==> config.mk <==
export PLATFORM = sky130hd
export DESIGN_NAME = mem_dumper
export DESIGN_NICKNAME = d
export VERILOG_FILES = /design/src/rtl/mem_dumper.sv
export SDC_FILE = /design/constraint.sdc
export NUM_CORES = 1
export LEC_CHECK = 0
export ABC_CLOCK_PERIOD_IN_PS = 10500
export CAP_MARGIN = 20
export CELL_PAD_IN_SITES_DETAIL_PLACEMENT = 1
export CELL_PAD_IN_SITES_GLOBAL_PLACEMENT = 2
export CORE_UTILIZATION = 30
export CTS_BUF_LIST = sky130_fd_sc_hd__clkbuf_16
export DETAILED_ROUTE_END_ITERATION = 8
export PLACE_DENSITY = 0.82
export SYNTH_ARGS = -nofsm -noshare
export SYNTH_HDL_FRONTEND = slang
export SYNTH_SLANG_ARGS = --single-unit
==> constraint.sdc <==
create_clock -name clk -period 10.5 [get_ports clk]
set_clock_uncertainty 0.15 [all_clocks]
set_input_delay 1.575 -clock clk [delete_from_list [all_inputs] [get_ports clk]]
set_output_delay 1.575 -clock clk [all_outputs]
set_load 0.05 [all_outputs]
==> src/rtl/mem_dumper.sv <==
// Streams a block of memory words out through a valid/ready port.
// It owns the address bus only while it is fetching a word.
module mem_dumper #(
  parameter int DW = 16
) (
  input  logic          clk,
  input  logic          reset,
  input  logic          start,
  input  logic [DW-1:0] base,
  input  logic [DW-1:0] count,
  input  logic [DW-1:0] maxmem,
  input  logic [DW-1:0] memout,
  output logic [DW-1:0] marval,
  output logic          mrw,
  output logic          busreq,
  output logic [DW-1:0] dout,
  output logic          dvalid,
  input  logic          dready,
  output logic          busy,
  output logic          done,
  output logic          err
);

  typedef enum logic [2:0] {IDLE, ADDR, CAPT, HOLD, FIN} state_t;

  state_t        state_q;
  logic [DW-1:0] addr_q;
  logic [DW-1:0] remaining_q;
  logic [DW-1:0] marval_q;
  logic          busreq_q;
  logic [DW-1:0] dout_q;
  logic          dvalid_q;
  logic          busy_q;
  logic          done_q;
  logic          err_q;

  logic [DW-1:0] addrInc_d;
  logic          outOfRange_d;

  // The all-ones test catches the wrap to zero that the compare alone would miss.
  assign addrInc_d    = addr_q + DW'(1);
  assign outOfRange_d = (addr_q == '1) || (addrInc_d > maxmem);

  always_ff @(posedge clk or posedge reset) begin
    if (reset) begin
      state_q     <= IDLE;
      addr_q      <= '0;
      remaining_q <= '0;
      marval_q    <= '0;
      busreq_q    <= 1'b0;
      dout_q      <= '0;
      dvalid_q    <= 1'b0;
      busy_q      <= 1'b0;
      done_q      <= 1'b0;
      err_q       <= 1'b0;
    end else begin
      done_q <= 1'b0;
      case (state_q)
        IDLE: begin
          if (start) begin
            addr_q      <= base;
            remaining_q <= count;
            err_q       <= 1'b0;
            busy_q      <= 1'b1;
            if (count == '0) begin
              state_q <= FIN;
            end else if (base > maxmem) begin
              err_q   <= 1'b1;
              state_q <= FIN;
            end else begin
              busreq_q <= 1'b1;
              marval_q <= base;
              state_q  <= ADDR;
            end
          end
        end
        ADDR: begin
          state_q <= CAPT;
        end
        CAPT: begin
          dout_q   <= memout;
          dvalid_q <= 1'b1;
          busreq_q <= 1'b0;
          marval_q <= '0;
          state_q  <= HOLD;
        end
        HOLD: begin
          if (dvalid_q && dready) begin
            dvalid_q <= 1'b0;
            if (remaining_q == DW'(1)) begin
              remaining_q <= '0;
              state_q     <= FIN;
            end else if (outOfRange_d) begin
              err_q   <= 1'b1;
              state_q <= FIN;
            end else begin
              remaining_q <= remaining_q - DW'(1);
              addr_q      <= addrInc_d;
              marval_q    <= addrInc_d;
              busreq_q    <= 1'b1;
              state_q     <= ADDR;
            end
          end
        end
        FIN: begin
          // done is registered here, so it is seen in the cycle after FIN.
          done_q  <= 1'b1;
          busy_q  <= 1'b0;
          state_q <= IDLE;
        end
        default: begin
          busreq_q <= 1'b0;
          marval_q <= '0;
          dvalid_q <= 1'b0;
          busy_q   <= 1'b0;
          state_q  <= IDLE;
        end
      endcase
    end
  end

  assign marval = marval_q;
  assign mrw    = 1'b0;
  assign busreq = busreq_q;
  assign dout   = dout_q;
  assign dvalid = dvalid_q;
  assign busy   = busy_q;
  assign done   = done_q;
  assign err    = err_q;

endmodule
# Yosys cells after proc, flatten, opt, wreduce, memory -nomap -nowiden
# Index checks and enable logic that the tools add are counted.
# op_classes
add_sub_neg,2
n_lt_le_gt_ge,2
n_eq_ne,14
mux,40
n_bitwise,3
reduce_logical,15
# op_table
op,count
$mux W16,11
$pmux W16 S2,2
$pmux W16 S3,1
$gt A16 B16 Y1,2
$mux W3,6
$add A16 B1 Y16 const B,1
$eq A16 B1 Y1 const B,1
$eq A16 B16 Y1 const B,1
$logic_not A16 Y1,1
$sub A16 B1 Y16 const B,1
$mux W1,15
$ne A2 B2 Y1 const B,7
$pmux W3 S4,1
$reduce_and A5 Y1,2
$reduce_and A7 Y1,1
$eq A3 B2 Y1 const B,2
$pmux W1 S3,2
$reduce_and A2 Y1,3
$reduce_or A3 Y1,2
$pmux W1 S2,2
$reduce_and A4 Y1,1
$eq A3 B1 Y1 const B,1
$eq A3 B3 Y1 const B,1
$logic_not A3 Y1,1
6 further kinds,8
# word_totals
reg_bits,72
output_inout_bits,38
elab_cells,86

# Logic depth before layout (Yosys ltp)
# logic_depth
depth_word,7
mapped_depth,16
ltp_nobuf,14

# Worst setup path before layout
# Ideal clock, no wire load.
# synth_timing
kind,input -> register
start,input port maxmem[15]
end,"register marval_q[0], in the netlist marval[0]"
setup_ns,0.125
arrival_time_ns,3.720
required_time_ns,10.225
path_slack_ns,6.505
cell_stages,10
n_path_buf,1
path_cell_list,inv_1 -> ha_1 -> nand4_1 -> or4_1 -> a21o_1 -> a31oi_2 -> o21ai_2 -> o211ai_4 -> buf_12 -> mux2_4
# synth_between
elab_chain_len,4
# synth_rtl
item,line,rtl
from (decl),11,"input logic [DW-1:0] maxmem,"
$gt A16 B16 Y1,42,assign outOfRange_d = (addr_q == '1) || (addrInc_d > maxmem);
$logic_or A1 B1 Y1,42,
$ne A2 B2 Y1 (no line),-,
$reduce_and A7 Y1 (no line) (*),-,
to (signal assigned),72,marval_q <= base;
to (signal assigned),99,marval_q <= addrInc_d;
to (decl),29,logic [DW-1:0] marval_q;
# Every way passes the cells marked *; elsewhere a longest branch is shown, timed or not.
# A chain may end at the register's enable or synchronous reset.

# Final worst setup path
# layout_timing
start,input port maxmem[15]
end,"register marval_q[11], in the netlist marval[11]"
# Same word-level chain as after synthesis.

==> impl_metrics.tcl <==
set metrics [dict create \
    r2r_start "addr_q[2]" \
    ant_nets 0 \
    area_growth_pct 32.2 \
    max_slew_margin_pct 34.3 \
    fin_crit_sh_pct 43.0 \
    worst_pin_slew_ps 985 \
    cp_max_fo 17 \
    vdd_ir_drop_max_uv 68.8 \
    clock_path_buffers 2 \
    vias 4350 \
    grt_max_degree 73 \
    synth_fp_nets 610 \
    rows 45 \
    syn_inst 507 \
    syn_area_um2 4810 \
    n_fill_cell 1770 \
    outcome "finished clean" \
    setup_violations 0 \
    die_height_um 129 \
    multi_input_area_um2 2770 \
    setup_tns_ps 0 \
    p_total_w 0.000653 \
    die_area_um2 16600 \
    reg2reg_slack_ps 5990 \
    htreeDepth 3 \
    fin_nets 709 \
    drtIter0Drc 259 \
    reg2reg_to "marval[11]" \
    final_hold_viol_count 0 \
    dr.pass1.iters 5 \
    synth_xor_area_share_pct 2.55 \
    critPathArrivalTime_ps 4600 \
    cp.required_ps 10580 \
    rsz0062_at_grt "false" \
    seqCellArea_um2 1800 \
    clock_latency_ps 350 \
    yosys.area_share.simple_pct 18.4 \
    synth.area.mux_share_pct 8.50 \
    start_util_pct 31.2 \
    drc 0 \
    cellLeakagePower_nw 2.87 \
    cts_tree "done" \
    p_per_area_nw_per_um2 103 \
    avgSynthCellArea_um2 9.49 \
    hpwl_mm 11.1 \
    io_pins 106 \
    cts.clk_slew.worst_paths_ps 60 \
    ctsRootBufferMaster "clkbuf_16" \
    fin_crit_ps 4520 \
    final_cell_mix "104 x clkdlybuf4s50_1, 72 x dfrtp_1, 51 x nand2_1" \
    post_cts_resize_count 0 \
    n_antenna_cell 0 \
    min_from "busy" \
    ys.flop_type "dfrtp_1" \
    synthAdderAreaFrac_pct 9.10 \
    first_global_vias 4688 \
    wl_mm 15.2 \
    slew_violations 0 \
    synth_edf_count 0 \
    hold_class "reg2reg" \
    synthArstFlopShare_pct 100 \
    gp_congestion 0.799 \
    hold_path_depth 2 \
    worstSetupStartpointType "input pin" \
    grt_overflow 0 \
    hold_path_end "busy" \
    io_buffers 104 \
    fp.coreArea_um2 15400 \
    final_layout_size_suffix_gt1_share_pct 14.7 \
    synth_cell_types 71 \
    grtUsageTotal_pct 19.6 \
    cts_made_buffers 9 \
    fmax_mhz 221 \
    final_common_cell "clkdlybuf4s50_1" \
    ys_ff_latch 72 \
    grt_pass1_wl_mm 25.0 \
    wl_per_cell_um 18.5 \
    crit_path_end_kind "register" \
    antenna_found_initial 0 \
    max-cap-violations 0 \
    viasPerCell 5.29 \
    post_cts_buffers 0 \
    cts_sinks 72 \
    die_w_um 129 \
    synth_top_family_by_area "compound AO/OA/AOI/OAI gates" \
    ys_seq_area_share_pct 37.4 \
    ctsHoldBuffers 0 \
    synth_compound_area_share_pct 18.7 \
    worst_r2r_path_depth 14 \
    ys_warn_count 0 \
    critPathKind "in2reg" \
]
==> registers in the layout, summed over array words and instances, names as in the netlist <==
register,cells
dout,16
marval,16
remaining_q,16
done,1
addr_q,16
busy,1
busreq,1
dvalid,1
err,1
state_q,3
==> layer usage <==
layer  share of wire (%)  track usage [%]  vias to the layer above
li1                    -                -                     2063
met1                  45             25.1                     2146
met2                  48             32.5                      118
met3                 4.4             2.95                       23
met4                 2.4             9.55                        0
met5                   0                0                        -
==> synth_stat cells, drive strengths merged (5+ instances only) <==
| cell type | instances | area (um2) |
|---|---|---|
| ha | 35 | 438 |
| a31o | 5 | 43.8 |
| inv | 38 | 143 |
| nand3 | 21 | 110 |
| nor4 | 8 | 62.6 |
| nor3 | 10 | 50.1 |
| nor2 | 33 | 131 |
| xor2 | 9 | 78.8 |
| o21ai | 24 | 124 |
| o22ai | 6 | 37.5 |
| mux2 | 33 | 409 |
| a21oi | 34 | 170 |
| and3 | 5 | 32.5 |
| o211ai | 5 | 51.3 |
| dfrtp | 72 | 1800 |
| nand2 | 51 | 191 |
| buf | 9 | 65.1 |
| nand4 | 15 | 109 |
| clkbuf | 12 | 45.0 |
| xnor2 | 5 | 43.8 |
| and2 | 7 | 43.8 |
| o221a | 13 | 146 |
==> metrics by stage <==
stage          hold slack [ps]  util (%)  instances  cell area [um2]  setup slack, ps
6_report                   357      41.2        822             6360             5980
3_5_place_dp               347      39.2        805             6050             5250
4_1_cts                    363      41.1        821             6350             5630
3_3_place_gp               337      39.2        805             6050             5370
2_1_floorplan              336         -        507             4810             6510
5_1_grt                    379      41.2        822             6360             5580
==> final cells by class <==
cell class / instances / area share (%)
repair buffers: 109 / 17.1
flip-flops and latches: 72 / 28.3
well taps: 211 / 4.15
clock buffers: 9 / 3.54
multi-input cells: 376 / 43.5
inverters: 38 / 2.24
clock inverters: 7 / 1.14
==> power by group <==
part	leakage, nW	internal (W)	total [W]	switching [W]
Clock	0.147	0.000184	0.000317	0.000133
Sequential	0.975	0.000277	0.000277	0
Combinational	1.75	0.0000310	0.0000588	0.0000278
Total	2.87	0.000493	0.000653	0.000160
==> worst max-delay path, stage by stage <==
cell	delay, ps
clkdlybuf4s50_1	450
inv_1	60
ha_1	320
nand4_1	210
or4_1	620
a21o_1	200
a31oi_2	270
o21ai_2	110
o211ai_4	360
mux2_2	420
==> cells by family after synthesis <==
logic type,count (synthesis)
xor+xnor,14
mux,33
simple gates,169
buf+inv,59
flops,72
other cells,1
fa+ha+maj,35
compound gates,124
==> worst max path at each step <==
stage                from         endpoint  depth (start not counted)
2_1_floorplan  maxmem[15]        marval[0]                         10
5_1_grt         addr_q[2]       marval[11]                         14
4_1_cts        maxmem[11]  remaining_q[12]                         10
6_report       maxmem[15]       marval[11]                         10
3_3_place_gp   maxmem[11]   remaining_q[6]                         10
3_5_place_dp   maxmem[11]  remaining_q[12]                         10
(Power assumes the default switching activity.)
